===== config.mk =====
export PLATFORM = sky130hd
export DESIGN_NAME = cirno9_sram_arb
export DESIGN_NICKNAME = d
export VERILOG_FILES = /design/src/rtl/cirno9_sram_arb.sv
export SDC_FILE = /design/constraint.sdc
export NUM_CORES = 1
export LEC_CHECK = 0
export ABC_AREA = 1
export CAP_MARGIN = 20
export CORE_AREA = 2 2 107 109
export DETAILED_ROUTE_END_ITERATION = 6
export DIE_AREA = 0 0 109 111
export PLACE_DENSITY_LB_ADDON = 0.08
export RECOVER_POWER = 25
export SETUP_SLACK_MARGIN = 0.15
export SLEW_MARGIN = 20
export SYNTH_ARGS = -nofsm -noshare
export SYNTH_HDL_FRONTEND = slang
export SYNTH_SLANG_ARGS = --single-unit

===== constraint.sdc =====
create_clock -name clk -period 2.3 [get_ports clk]
set_input_delay 0.69 -clock clk [delete_from_list [all_inputs] [get_ports clk]]
set_output_delay 0.69 -clock clk [all_outputs]
set_load 0.01 [all_outputs]

===== src/rtl/cirno9_sram_arb.sv =====
// Arbitrates IFU fetches and LSU loads/stores onto one single-port SRAM; grant and command are combinational.
// Read data returns one cycle after grant; a loser simply keeps its request held (no queueing).
module cirno9_sram_arb #(
  parameter int unsigned STARVE_MAX = 3
) (
  input  logic        clk,
  input  logic        rst,
  input  logic        ifu_req,
  input  logic [31:0] ifu_adr,
  output logic        ifu_gnt,
  output logic        ifu_rvld,
  output logic [31:0] ifu_rdat,
  input  logic        lsu_req,
  input  logic [3:0]  lsu_we,
  input  logic [31:0] lsu_adr,
  input  logic [31:0] lsu_wdat,
  output logic        lsu_gnt,
  output logic        lsu_rvld,
  output logic [31:0] lsu_rdat,
  output logic        sram_ren,
  output logic [3:0]  sram_wen,
  output logic [31:0] sram_adr,
  output logic [31:0] sram_wdat,
  input  logic [31:0] sram_rdat
);

  localparam logic [1:0] OWN_NONE = 2'd0;
  localparam logic [1:0] OWN_IFU  = 2'd1;
  localparam logic [1:0] OWN_LSU  = 2'd2;

  localparam logic [3:0] STARVE_LIM = 4'(STARVE_MAX);

  logic [3:0] starve_cnt;
  logic [1:0] owner;
  logic       ifu_starved;

  assign ifu_starved = (starve_cnt == STARVE_LIM);

  // LSU wins ties until the IFU has been passed over STARVE_MAX times in a row.
  always_comb begin
    lsu_gnt = 1'b0;
    ifu_gnt = 1'b0;
    if (!rst) begin
      lsu_gnt = lsu_req && !(ifu_req && ifu_starved);
      ifu_gnt = ifu_req && !lsu_gnt;
    end
  end

  always_comb begin
    sram_ren  = 1'b0;
    sram_wen  = 4'h0;
    sram_adr  = 32'h0;
    sram_wdat = 32'h0;
    if (lsu_gnt) begin
      sram_ren  = (lsu_we == 4'h0);
      sram_wen  = lsu_we;
      sram_adr  = lsu_adr;
      sram_wdat = lsu_wdat;
    end else if (ifu_gnt) begin
      sram_ren  = 1'b1;
      sram_adr  = ifu_adr;
    end
  end

  always_ff @(posedge clk or posedge rst) begin
    if (rst) begin
      starve_cnt <= 4'h0;
    end else if (ifu_gnt || !ifu_req) begin
      starve_cnt <= 4'h0;
    end else if (lsu_gnt && !ifu_starved) begin
      starve_cnt <= starve_cnt + 4'h1;
    end
  end

  // Stores finish at grant, so only reads claim the return slot.
  always_ff @(posedge clk or posedge rst) begin
    if (rst) begin
      owner <= OWN_NONE;
    end else if (ifu_gnt) begin
      owner <= OWN_IFU;
    end else if (lsu_gnt && (lsu_we == 4'h0)) begin
      owner <= OWN_LSU;
    end else begin
      owner <= OWN_NONE;
    end
  end

  assign ifu_rvld = (owner == OWN_IFU);
  assign lsu_rvld = (owner == OWN_LSU);
  assign ifu_rdat = ifu_rvld ? sram_rdat : 32'h0;
  assign lsu_rdat = lsu_rvld ? sram_rdat : 32'h0;

endmodule

==> metrics.yaml <==
worst_slack_ps: -169
worstSetupPathType: "in2out"
drc_errors: 0
cts.sinks: 6
p_int_uw: 747
viasPerCell: 3.84
final-hold-violation-count: 0
vias: 2997
wirelength_um: 9380
fin_skew_ps: 0.714
muxShareOfSynthArea_pct: 0
htreeDepth: 1
synth_top_family_by_area: "simple AND/OR/NAND/NOR gates"
syn_to_final_growth_pct: 224
p_comb_share_pct: 63.8
cts_buffer_depth: 2
hold_start: "starve_cnt[1]"
ys_warn_count: 0
ff2ff_path_depth: 9
p_sw_share_pct: 30.1
layout.nets: 776
cpPeakStageDelay_ps: 130
antenna_found_initial: 0
ir_worst_vdd_mv: 0.149
status: "finished with violations"
overflow: 0
dp_cells: 741
tightest_slew_ps: 315
drtPass1Iterations: 4
syn_area_per_cell_um2: 4.65
tritoncts.num_buffers: 3
crit_slowest_cell: "buf_12"
drt-initial-drc-count: 83
synthSimpleGateAreaFrac_pct: 60.0
drive_above_1_share_pct: 46.9
critPathBufInv: 7
synth_compound_area_share_pct: 1.51
holdPathEnd: "starve_cnt[1]"
grt_use_total_pct: 14.4
tns_ps: -4180
final_cells: 780
drtAntennaViolNets: 0
reg2reg_slack_ps: 710
min_path_cells: 3
synth_seq_area_share_pct: 10.0
cp_max_fo: 5
clkSlewWorstSetupHoldPaths_ps: 30
setup_viol: 34
crit_top_cell: "buf_6"
power.switching_uw: 322
coreArea_um2: 11100
num_rows: 39
period_minus_slack_ps: 2470
arrival_ps: 1780
violations: "setup timing"
cp_num_cells: 12
path_cells: "buf_6, nand3_4, nand2_4, buf_6, nand2_4, inv_4, buf_6, buf_12, buf_12, nand2_2, nand2_1, buf_2"
cpLargestDelayFamily: "buffers and inverters"
grt_pass1_wl_um: 14000
powerDensity_nw_per_um2: 221
r2r-start: "starve_cnt[2]"
gp_congestion: 0.785
synth_xor_area_share_pct: 1.17
synth_nets: 459
worstReg2RegEnd: "starve_cnt[0]"
crit_path_start_kind: "input pin"
worst_slew_margin_rel_pct: 79.0
max_freq_mhz: 405
synth_cell_types: 19
final_max_slew_viol_count: 0
netlist_area_um2: 1500
portBuffers: 272
insertion_delay_ps: 230
synth_cells: 322
critPathCaptureType: "primary output"
cts_tree: "done"
grt_pass1_vias: 2855
cts-root-buf: "clkbuf_16"
p_leak_nw: 2.88
die-width_um: 109
rsz0062_at_grt: "yes"
min_path_type: "reg2reg"
grt_max_degree: 34
p_seq_share_pct: 10.4
power_frac_clock_pct: 25.8
die_h_um: 111
finalCritPeriodShare_pct: 107
crit_required_ps: 1610
ys_ff_latch: 6
dieArea_um2: 12100
cap_violations: 0
start_util_pct: 13.5
pin_count: 273
hold_buffers: 0
synth_adder_area_share_pct: 0.836
n_antenna_cell: 0
post_drt_wl_per_cell_um: 12.0
hpwl_um: 7000
-- placed cells by master (no fill, tap or decap), drive strengths merged --
master         count
dlygate4sd2        3
nor2             105
xor2               2
dfrtp              6
bufbuf             1
nand2            103
inv               76
a21oi              1
buf              191
o21a               1
ha                 1
nand3              5
clkbuf             5
dlymetal6s2s       9
clkdlybuf4s50    122
o21ai              2
nand4              4
-- per-layer routing --
| metal | vias to the layer above | GRT usage [%] | part of all wire [%] |
|---|---|---|---|
| li1 | 1532 | - | - |
| met1 | 1295 | 15.8 | 36 |
| met2 | 166 | 26.9 | 51 |
| met3 | 4 | 4.35 | 12 |
| met4 | 0 | 2.91 | 0.68 |
| met5 | - | 0 | 0 |
-- cell usage after synthesis, drive strengths merged --
master | instances | area share [%]
a21oi | 1 | 0.33
nand4 | 4 | 1.7
xor2 | 2 | 1.2
buf | 10 | 5.9
o21ai | 2 | 0.67
dfrtp | 6 | 10
o21a | 1 | 0.50
inv | 76 | 19
ha | 1 | 0.84
nand2 | 103 | 26
nor2 | 105 | 30
clkbuf | 6 | 1.5
nand3 | 5 | 2.0
-- registers in the layout (all words and copies together) (netlist names) --
register    cells
owner           2
starve_cnt      4
-- tightest hold or removal path, cell delays in order, from the launching register on --
cell	delay [ps]
dfrtp_1	370
ha_4	130
nand3_1	60
nand2_1	60
-- per-stage QoR --
| step | util, % | cell area (µm²) | hold WS (ps) | setup slack, ps | power (mW) |
|---|---|---|---|---|---|
| after floorplan | - | 1500 | 498 | 183 | 0.288 |
| after global placement | 40.6 | 4500 | 606 | -851 | 0.713 |
| after detailed placement | 40.6 | 4500 | 614 | -897 | 0.715 |
| after CTS | 40.5 | 4480 | 632 | -192 | 1.03 |
| after global routing | 43.7 | 4840 | 694 | -240 | 1.13 |
| final | 43.7 | 4840 | 655 | -169 | 1.07 |
-- worst max path at each step --
stage,start,end,slack (ps)
after floorplan,ifu_req,sram_ren,180
after global routing,starve_cnt[0],sram_adr[6],-240
final,ifu_req,sram_adr[18],-170
after detailed placement,ifu_req,sram_adr[10],-900
after CTS,starve_cnt[1],sram_adr[9],-190
after global placement,ifu_req,sram_adr[23],-850
-- power by group through the flow --
stage	Sequential, mW	Clock [mW]	Combinational (mW)
after detailed placement	0.112	0	0.603
after global routing	0.112	0.286	0.737
after global placement	0.112	0	0.601
after floorplan	0.112	0	0.177
after CTS	0.111	0.280	0.634
final	0.111	0.276	0.682
-- layout make-up --
cell class	count	area (µm²)
flip-flops and latches	6	150
clock buffers	3	75.1
inverters	76	295
fillers	1160	6230
well taps	143	179
repair buffers	328	2930
multi-input cells	224	1210
-- cells by family after synthesis --
group / after synthesis
buffers and inverters: 92
and+or+nand+nor: 217
DFF: 6
xor gates and xnor gates: 2
AOI/OAI and AO/OA: 4
adders and majority gates: 1
-- timing repair --
item | CTS | global route
endpoints found under the setup margin | 136 | 102
resized for setup | 621 | 92
setup buffers | 20 | 8
pin swaps | 14 | 44
endpoints found under the hold margin | 0 | 0
cloned | 8 | 0
Note: power is estimated with default switching activity, not from simulation.
